**src/rtl/sliced_subtractor.sv**
```systemverilog
// Bit-serial/sliced 32-bit subtractor: computes a - b - bin over 32/SLICE_W cycles with a valid/ready handshake.
// Optional build macro SLICED_SUBTRACTOR_SATURATE_EN clamps diff to the signed range on overflow.
module sliced_subtractor #(
  parameter int SLICE_W = 8
) (
  input  logic        clk,
  input  logic        rst,
  input  logic [31:0] a,
  input  logic [31:0] b,
  input  logic        bin,
  input  logic        in_valid,
  output logic        in_ready,
  output logic [31:0] diff,
  output logic        bout,
  output logic        overflow,
  output logic        zero,
  output logic        out_valid,
  input  logic        out_ready
);

  localparam int DATA_W = 32;
  localparam int N      = DATA_W / SLICE_W;
  localparam int IDX_W  = (N > 1) ? $clog2(N) : 1;
  localparam logic [IDX_W-1:0] LAST_IDX = IDX_W'(N - 1);
  localparam logic [DATA_W-1:0] SLICE_MASK =
    (SLICE_W == DATA_W) ? {DATA_W{1'b1}} : ((DATA_W'(1) << SLICE_W) - DATA_W'(1));

  typedef enum logic [1:0] {IDLE, CALC, DONE} state_t;

`ifdef SLICED_SUBTRACTOR_SATURATE_EN
  function automatic logic [DATA_W-1:0] sat_fn(input logic [DATA_W-1:0] raw,
                                               input logic ovf, input logic a_msb);
    logic [DATA_W-1:0] res;
    res = raw;
    if (ovf) res = a_msb ? 32'h8000_0000 : 32'h7FFF_FFFF;
    return res;
  endfunction
`endif

  state_t            state_q, state_d;
  logic [IDX_W-1:0]  idx_q, idx_d;
  logic              carry_q, carry_d;
  logic [DATA_W-1:0] a_q, a_d, b_q, b_d, res_q, res_d;
  logic [DATA_W-1:0] diff_q, diff_d;
  logic              bout_q, bout_d, ovf_q, ovf_d, zero_q, zero_d;
  logic              out_valid_q, out_valid_d;

  logic [DATA_W-1:0] sh;
  logic [SLICE_W-1:0] a_s, b_s;
  logic [SLICE_W:0]   sum;
  logic [DATA_W-1:0] merged, final_diff;
  logic              raw_ovf;

  assign in_ready  = (state_q == IDLE) & ~rst;
  assign diff      = diff_q;
  assign bout      = bout_q;
  assign overflow  = ovf_q;
  assign zero      = zero_q;
  assign out_valid = out_valid_q;

  always_comb begin
    state_d     = state_q;
    idx_d       = idx_q;
    carry_d     = carry_q;
    a_d         = a_q;
    b_d         = b_q;
    res_d       = res_q;
    diff_d      = diff_q;
    bout_d      = bout_q;
    ovf_d       = ovf_q;
    zero_d      = zero_q;
    out_valid_d = out_valid_q;

    // Slice datapath: a_s + ~b_s + carry, merged into the partial result
    sh      = DATA_W'(idx_q) * DATA_W'(SLICE_W);
    a_s     = SLICE_W'(a_q >> sh);
    b_s     = SLICE_W'(b_q >> sh);
    sum     = {1'b0, a_s} + {1'b0, ~b_s} + {{SLICE_W{1'b0}}, carry_q};
    merged  = (res_q & ~(SLICE_MASK << sh)) | (DATA_W'(sum[SLICE_W-1:0]) << sh);
    raw_ovf = (a_q[DATA_W-1] != b_q[DATA_W-1]) & (merged[DATA_W-1] != a_q[DATA_W-1]);
`ifdef SLICED_SUBTRACTOR_SATURATE_EN
    final_diff = sat_fn(merged, raw_ovf, a_q[DATA_W-1]);
`else
    final_diff = merged;
`endif

    case (state_q)
      IDLE: begin
        if (in_valid) begin
          a_d     = a;
          b_d     = b;
          carry_d = ~bin;
          idx_d   = '0;
          state_d = CALC;
        end
      end
      CALC: begin
        res_d   = merged;
        carry_d = sum[SLICE_W];
        idx_d   = idx_q + IDX_W'(1);
        if (idx_q == LAST_IDX) begin
          idx_d       = '0;
          state_d     = DONE;
          out_valid_d = 1'b1;
          diff_d      = final_diff;
          bout_d      = ~sum[SLICE_W];
          ovf_d       = raw_ovf;
          zero_d      = (final_diff == '0);
        end
      end
      DONE: begin
        if (out_ready) begin
          state_d     = IDLE;
          out_valid_d = 1'b0;
        end
      end
      default: state_d = IDLE;
    endcase
  end

  // Control and result registers
  always_ff @(posedge clk) begin
    if (rst) begin
      state_q     <= IDLE;
      idx_q       <= '0;
      carry_q     <= 1'b0;
      diff_q      <= '0;
      bout_q      <= 1'b0;
      ovf_q       <= 1'b0;
      zero_q      <= 1'b0;
      out_valid_q <= 1'b0;
    end else begin
      state_q     <= state_d;
      idx_q       <= idx_d;
      carry_q     <= carry_d;
      diff_q      <= diff_d;
      bout_q      <= bout_d;
      ovf_q       <= ovf_d;
      zero_q      <= zero_d;
      out_valid_q <= out_valid_d;
    end
  end

  // Operand and partial-result registers
  always_ff @(posedge clk) begin
    a_q   <= a_d;
    b_q   <= b_d;
    res_q <= res_d;
  end

endmodule

```
**config.mk**
```make
export PLATFORM = sky130hd
export DESIGN_NAME = sliced_subtractor
export DESIGN_NICKNAME = d
export VERILOG_FILES = /design/src/rtl/sliced_subtractor.sv
export SDC_FILE = /design/constraint.sdc
export NUM_CORES = 1
export LEC_CHECK = 0
export BUFFER_PORTS_ARGS = -buffer_cell sky130_fd_sc_hd__buf_2
export CAP_MARGIN = 20
export CORE_MARGIN = 3
export CORE_UTILIZATION = 59
export CTS_CLUSTER_DIAMETER = 150
export DETAILED_ROUTE_END_ITERATION = 12
export PLACE_DENSITY = 0.84
export SYNTH_ARGS = -nofsm -noshare
export SYNTH_HDL_FRONTEND = slang
export SYNTH_SLANG_ARGS = --single-unit
```
**constraint.sdc**
```tcl
create_clock -name clk -period 6.68 [get_ports clk]
set_input_delay 1.002 -clock clk [delete_from_list [all_inputs] [get_ports clk]]
set_output_delay 1.002 -clock clk [all_outputs]
set_load 0.05 [all_outputs]
```
==> metrics.csv, run 1 <==
stage,metric,value,unit
power,leakage,2.71,nW
grt,grt_max_degree,65,
cts,root_buffer,clkbuf_8,
synth,ys_seq_elements,137,
grt,antenna_found_initial,0,
synth,avgSynthCellArea,13.0,um2
drt,detail_route.wl_per_cell,18.7,um
cts,cts_setup_buffers,0,
critical_path,worstPathMaxFanout,14,
grt,grt_pass1_wl,21.6,mm
cells_and_area,utilization,74.6,%
power,ir_drop,186,uV
placed_design,dpl.hpwl,8.49,mm
placed_design,dpl_worst_slack,2.95,ns
drt,antenna_left,0,
cts,clkTransAtPathRegs,0.06,ns
critical_path,path_buf_inv,3,
timing,skew,0.0149,ns
cells_and_area,antenna_cells,0,
timing,relSlewSlack,46.8,%
critical_path,cpPeakStageDelay,0.75,ns
floorplan,die_w,105,um
cells_and_area,area_delta_synth_final,21.4,%
timing,final.setup.worst_slack,2.81,ns
cells_and_area,layout.nets,635,
synth,syn_area,5730,um2
critical_path,crit_family,flip-flops,
synth,synth_sequential_area_ratio,64.6,%
floorplan,dieArea,10900,um2
floorplan,start_util,61.4,%
cts,cts_tree,built,
critical_path,worst-setup-path-type,register to register,
cells_and_area,seqCellArea,3700,um2
cts,holdBufCountCts,0,
timing,setup_viol,0,
timing,fin_setup_tns,0,ns
grt,grtUsageTotal,25.5,%
status,outcome,"complete, no violations",
drt,drc,0,
cells_and_area,fillCellCount,601,
timing,clock.fmax,258,MHz
drt,drt-initial-drc-count,379,
placed_design,port_buffers,105,
cts,cts_max_path_buffers,2,
cells_and_area,final_cell_mix,"buf_2 (105), edfxtp_1 (96), nor2_1 (58)",
critical_path,reg2reg_setup_slack,2.81,ns
synth,netlist_instances,442,
cts,cts_buffers,17,
grt,grt_pass1_vias,4277,
drt,vias_per_cell,5.94,
hold_path,hp-class,register to register,
cts,h-tree-depth,4,
synth,ys.flop_type,edfxtp_1,
job,maxCapViolCount,0,
critical_path,arrival,4.32,ns
cts,cts-resized-gates,0,
critical_path,slowest_stage,dfxtp_1,
critical_path,start_kind,register,
floorplan,die_h,105,um
grt,overflow,0,
cells_and_area,drive_gt1_share,30.0,%
critical_path,crit_chain,buf_4 > mux4_2 > inv_1 > fa_1 > inv_1 > fa_1 > xnor2_1 > o2bb2ai_1 > nor3_1 > nand4_1 > a2111oi_2 > nand4b_1 > o21ai_1,
drt,wl,13.0,mm
critical_path,cp-end-kind,register,
drt,firstDrtPassIters,6,
placed_design,routabilityCongestion,0.945,
timing,period_share,57.9,%
floorplan,placementRows,35,
timing,max_slew.worst_pin.slew,0.798,ns
synth,ys_warn_count,0,
synth,synth_enable_flop_cells,96,
synth,synth_cell_types,54,
cts,numClockSinks,137,
timing,maxSlewViolCount,0,
floorplan,coreArea,9330,um2
cells_and_area,mostFrequentLayoutCell,buf_2,
timing,finalCriticalPeriod,3.87,ns
floorplan,num_io_pins,106,
critical_path,cp.required,7.13,ns
drt,vias,4125,
timing,hold_viol_final,0,
synth,async_reset_ff_share,0,%
cts,clock_latency,0.52,ns
cells_and_area,multiInputGateArea,1820,um2
synth,syn_nets,524,
timing,rsz0062_at_grt,false,
power,power.density,317,nW/um2
-- synth_stat cells (5+ instances only) --
library cell / n / area (um2)
dfxtp_1: 41 / 821
o21ai_0: 5 / 25.0
clkbuf_1: 12 / 45.0
o22ai_1: 11 / 68.8
ha_1: 11 / 138
edfxtp_1: 96 / 2880
mux4_2: 16 / 360
nand2b_1: 6 / 37.5
nand3_1: 6 / 30.0
nor2b_1: 5 / 31.3
nand2_1: 18 / 67.6
inv_1: 32 / 120
a21oi_1: 21 / 105
o2bb2ai_1: 10 / 87.6
a22o_1: 6 / 52.6
nor3_1: 29 / 145
nor2_1: 58 / 218
-- final cells by class --
cell class | instances | area share [%]
clock inverters | 15 | 2.36
clock buffers | 17 | 5.95
repair buffers | 110 | 8.09
flip-flops and latches | 137 | 53.2
inverters | 34 | 1.83
multi-input cells | 253 | 26.2
well taps | 129 | 2.32
-- worst paths after layout --
path	depth (start not counted)	end	from
worst max register to register	13	zero	idx_q[1]
worst max-delay path	13	zero	idx_q[1]
worst min-delay path	2	diff[31]	diff[31]
worst min register to register	2	diff[31]	diff[31]
-- registers in the layout, summed over array words and instances, names as in the netlist --
name / count
b_q: 32
overflow: 1
bout: 1
state_q: 2
diff: 32
carry_q: 1
a_q: 32
zero: 1
out_valid: 1
res_q: 32
idx_q: 2
-- routing by layer --
layer | part of all wire, % | GRT usage [%] | vias up
met2 | 52 | 43.4 | 245
met1 | 37 | 30.6 | 1975
li1 | - | - | 1863
met3 | 7.6 | 6.55 | 42
met5 | 0 | 0 | -
met4 | 3.1 | 11.6 | 0
-- tightest hold or removal path, delay by kind of cell, from the launching register on --
| family | cells | cell delay [ns] |
|---|---|---|
| AOI/OAI and AO/OA | 1 | 0.05 |
| DFF | 1 | 0.31 |
| and+or+nand+nor | 1 | 0.05 |
-- report_power, final --
part / switching, W / internal [W] / leakage [nW]
combinational: 0.000191 / 0.000111 / 1.20
clock: 0.000372 / 0.000537 / 0.270
sequential: 0.0000216 / 0.000973 / 1.25
-- logic make-up (layout without fill, tap and decap cells) --
group / after synthesis / in the layout / synth area share (%)
simple gates: 137 / 137 / 11.2
xor+xnor: 8 / 8 / 1.35
compound gates: 79 / 79 / 9.85
buf+inv: 52 / 176 / 3.54
fa+ha+maj: 13 / 13 / 3.10
mux: 16 / 16 / 6.29
flops: 137 / 137 / 64.6
-- stage by stage --
| stage | instance area (um2) | hold WS [ns] | instances | total power [W] |
|---|---|---|---|---|
| 6_report | 6960 | 0.457 | 695 | 0.00221 |
| 5_1_grt | 6960 | 0.474 | 695 | 0.00229 |
| 2_1_floorplan | 5730 | 0.471 | 442 | 0.00121 |
| 3_5_place_dp | 6380 | 0.446 | 663 | 0.00130 |
| 4_1_cts | 6960 | 0.455 | 695 | 0.00221 |
| 3_3_place_gp | 6380 | 0.442 | 663 | 0.00129 |
No activity file was read; power rests on OpenSTA's default activity.
==> inputs of run 2 (changes only) <==
--- a/config.mk
+++ b/config.mk
@@ -8,10 +8,10 @@
 export BUFFER_PORTS_ARGS = -buffer_cell sky130_fd_sc_hd__buf_2
 export CAP_MARGIN = 20
 export CORE_MARGIN = 3
-export CORE_UTILIZATION = 59
+export CORE_UTILIZATION = 55
 export CTS_CLUSTER_DIAMETER = 150
 export DETAILED_ROUTE_END_ITERATION = 12
-export PLACE_DENSITY = 0.84
+export PLACE_DENSITY = 0.79
 export SYNTH_ARGS = -nofsm -noshare
 export SYNTH_HDL_FRONTEND = slang
 export SYNTH_SLANG_ARGS = --single-unit
==> constraint.sdc (replaced) <==
create_clock -name clk -period 3.75 [get_ports clk]
set_input_delay 0.5625 -clock clk [delete_from_list [all_inputs] [get_ports clk]]
set_output_delay 0.5625 -clock clk [all_outputs]
set_load 0.05 [all_outputs]
==> metrics.csv, run 2 (synthesized netlist as in run 1, its figures left out) <==
stage,metric,value,unit,change
status,outcome,"complete, no violations",,unchanged
cts,holdBufCountCts,0,,unchanged
cts,h-tree-depth,4,,unchanged
power,power.density,566,nW/um2,was 317 nW/um2
cells_and_area,mostFrequentLayoutCell,buf_2,,unchanged
cells_and_area,layout.nets,637,,was 635
critical_path,crit_chain,buf_12 > mux4_2 > fa_1 > xnor2_1 > o2bb2ai_1 > nor3_1 > nand4_1 > a2111oi_2 > nand4b_1 > o21ai_1,,was buf_4 > mux4_2 > inv_1 > fa_1 > inv_1 > fa_1 > xnor2_1 > o2bb2ai_1 > nor3_1 > nand4_1 > a2111oi_2 > nand4b_1 > o21ai_1
grt,grt_pass1_vias,4121,,was 4277
grt,grt_max_degree,44,,was 65
critical_path,start_kind,register,,unchanged
critical_path,slowest_stage,mux4_2,,was dfxtp_1
hold_path,hp-class,input port to register,,was register to register
drt,vias,4042,,was 4125
cells_and_area,multiInputGateArea,1820,um2,unchanged
floorplan,die_w,108,um,was 105 um
critical_path,rr_startpoint,idx_q[0],,was idx_q[1]
cts,cts_tree,built,,unchanged
timing,relSlewSlack,44.7,%,was 46.8%
cells_and_area,area_delta_synth_final,22.0,%,was 21.4%
power,leakage,2.73,nW,was 2.71 nW
grt,grt_pass1_wl,20.8,mm,was 21.6 mm
timing,max_slew.worst_pin.slew,0.829,ns,was 0.798 ns
cts,cts-resized-gates,0,,unchanged
cts,root_buffer,clkbuf_8,,unchanged
drt,dr_wl_met3,1.10,mm,was 981 um
drt,detail_route.wl_per_cell,18.5,um,was 18.7 um
job,maxCapViolCount,0,,unchanged
drt,drt-initial-drc-count,378,,was 379
placed_design,port_buffers,105,,unchanged
placed_design,routabilityCongestion,0.953,,was 0.945
cells_and_area,drive_gt1_share,30.5,%,was 30.0%
critical_path,cp.required,4.21,ns,was 7.13 ns
critical_path,arrival,3.98,ns,was 4.32 ns
drt,wl_met2,6.62,mm,was 6.78 mm
cts,cts_buffers,17,,unchanged
cells_and_area,fillCellCount,701,,was 601
grt,antenna_found_initial,0,,unchanged
floorplan,placementRows,36,,was 35
grt,grtUsageTotal,23.8,%,was 25.5%
timing,period_share,93.9,%,was 57.9%
drt,firstDrtPassIters,5,,was 6
floorplan,coreArea,9950,um2,was 9330 um2
drt,top_layer_used,met4,,unchanged
floorplan,die_h,108,um,was 105 um
cts,clock_latency,0.53,ns,was 0.52 ns
grt,overflow,0,,unchanged
cts,cts_setup_buffers,0,,unchanged
timing,hold_viol_final,0,,unchanged
timing,fin_setup_tns,0,ns,unchanged
timing,setup_viol,0,,unchanged
drt,wl,13.0,mm,about the same
floorplan,dieArea,11700,um2,was 10900 um2
drt,vias_per_cell,5.77,,was 5.94
critical_path,worstPathMaxFanout,26,,was 14
cts,numClockSinks,137,,unchanged
critical_path,crit_start,idx_q[0],,was idx_q[1]
cells_and_area,antenna_cells,0,,unchanged
timing,holdWs,0.204,ns,was 0.457 ns
floorplan,num_io_pins,106,,unchanged
critical_path,cp-end-kind,register,,unchanged
timing,rsz0062_at_grt,false,,unchanged
floorplan,start_util,57.6,%,was 61.4%
timing,maxSlewViolCount,0,,unchanged
cells_and_area,final_cell_mix,"buf_2 (105), edfxtp_1 (96), nor2_1 (58)",,unchanged
drt,drc,0,,unchanged
drt,wl_met1,4.98,mm,was 4.81 mm
timing,clock.fmax,284,MHz,was 258 MHz
timing,skew,0.00925,ns,was 0.0149 ns
cts,clkTransAtPathRegs,0.06,ns,about the same
critical_path,cpPeakStageDelay,0.58,ns,was 0.75 ns
cells_and_area,seqCellArea,3700,um2,unchanged
power,ir_drop,312,uV,was 186 uV
drt,antenna_left,0,,unchanged
critical_path,worst-setup-path-type,register to register,,unchanged
timing,finalCriticalPeriod,3.52,ns,was 3.87 ns
placed_design,dpl.hpwl,8.47,mm,was 8.49 mm
cts,cts_max_path_buffers,2,,unchanged
hold_path,min_from,a[3],,was diff[31]
[run 2: cell count changes in the layout (fill, tap and decap cells not counted), sizes merged]
cell	change
clkinvlp	+1
buf	+2
clkinv	-2
inv	+1
[run 2: cell type report]
type | count | area share [%]
Timing Repair Buffer | 112 | 8.45
Clock buffer | 17 | 5.92
Tap cell | 133 | 2.38
Inverter | 34 | 1.83
Multi-Input combinational cell | 253 | 26.1
Sequential cell | 137 | 53.0
Clock inverter | 15 | 2.38
[run 2: per-layer routing]
| metal | up-vias | global-route usage (%) |
|---|---|---|
| li1 | 1866 | - |
| met1 | 1901 | 29.1 |
| met2 | 242 | 41.0 |
| met3 | 33 | 5.85 |
| met4 | 0 | 8.93 |
| met5 | - | 0 |
[run 2: power breakdown]
part | leakage, nW | internal (W) | switching, W
sequential | 1.25 | 0.00173 | 0.0000320
clock | 0.270 | 0.000959 | 0.000676
combinational | 1.21 | 0.000202 | 0.000355
[run 2: final timing paths]
| path | endpoint | slack [ns] | depth (start not counted) |
|---|---|---|---|
| worst min register to register | diff[31] | 0.45 | 2 |
| worst max-delay path | zero | 0.23 | 10 |
| worst max register to register | zero | 0.23 | 10 |
| worst min-delay path | a_q[3] | 0.20 | 1 |
[run 2: per-stage QoR]
stage                     std cells  utilization, %  setup WS (ns)  total power, W  instance area, um2
after floorplan                 442               -          0.261         0.00215                5730
after global placement          669            64.4          0.560         0.00230                6410
after detailed placement        669            64.4          0.405         0.00232                6410
after CTS                       701            70.2          0.273         0.00395                6990
after global routing            701            70.2          0.145         0.00408                6990
final                           701            70.2          0.230         0.00396                6990
[run 2: worst max-delay path: cells and delay by family (launching register included)]
kind | cells | cell delay, ns
DFF | 1 | 0.45
buffers and inverters | 1 | 0.24
adders and majority gates | 1 | 0.49
muxes | 1 | 0.58
xor gates and xnor gates | 1 | 0.46
and+or+nand+nor | 3 | 0.53
AOI/OAI and AO/OA | 3 | 0.68
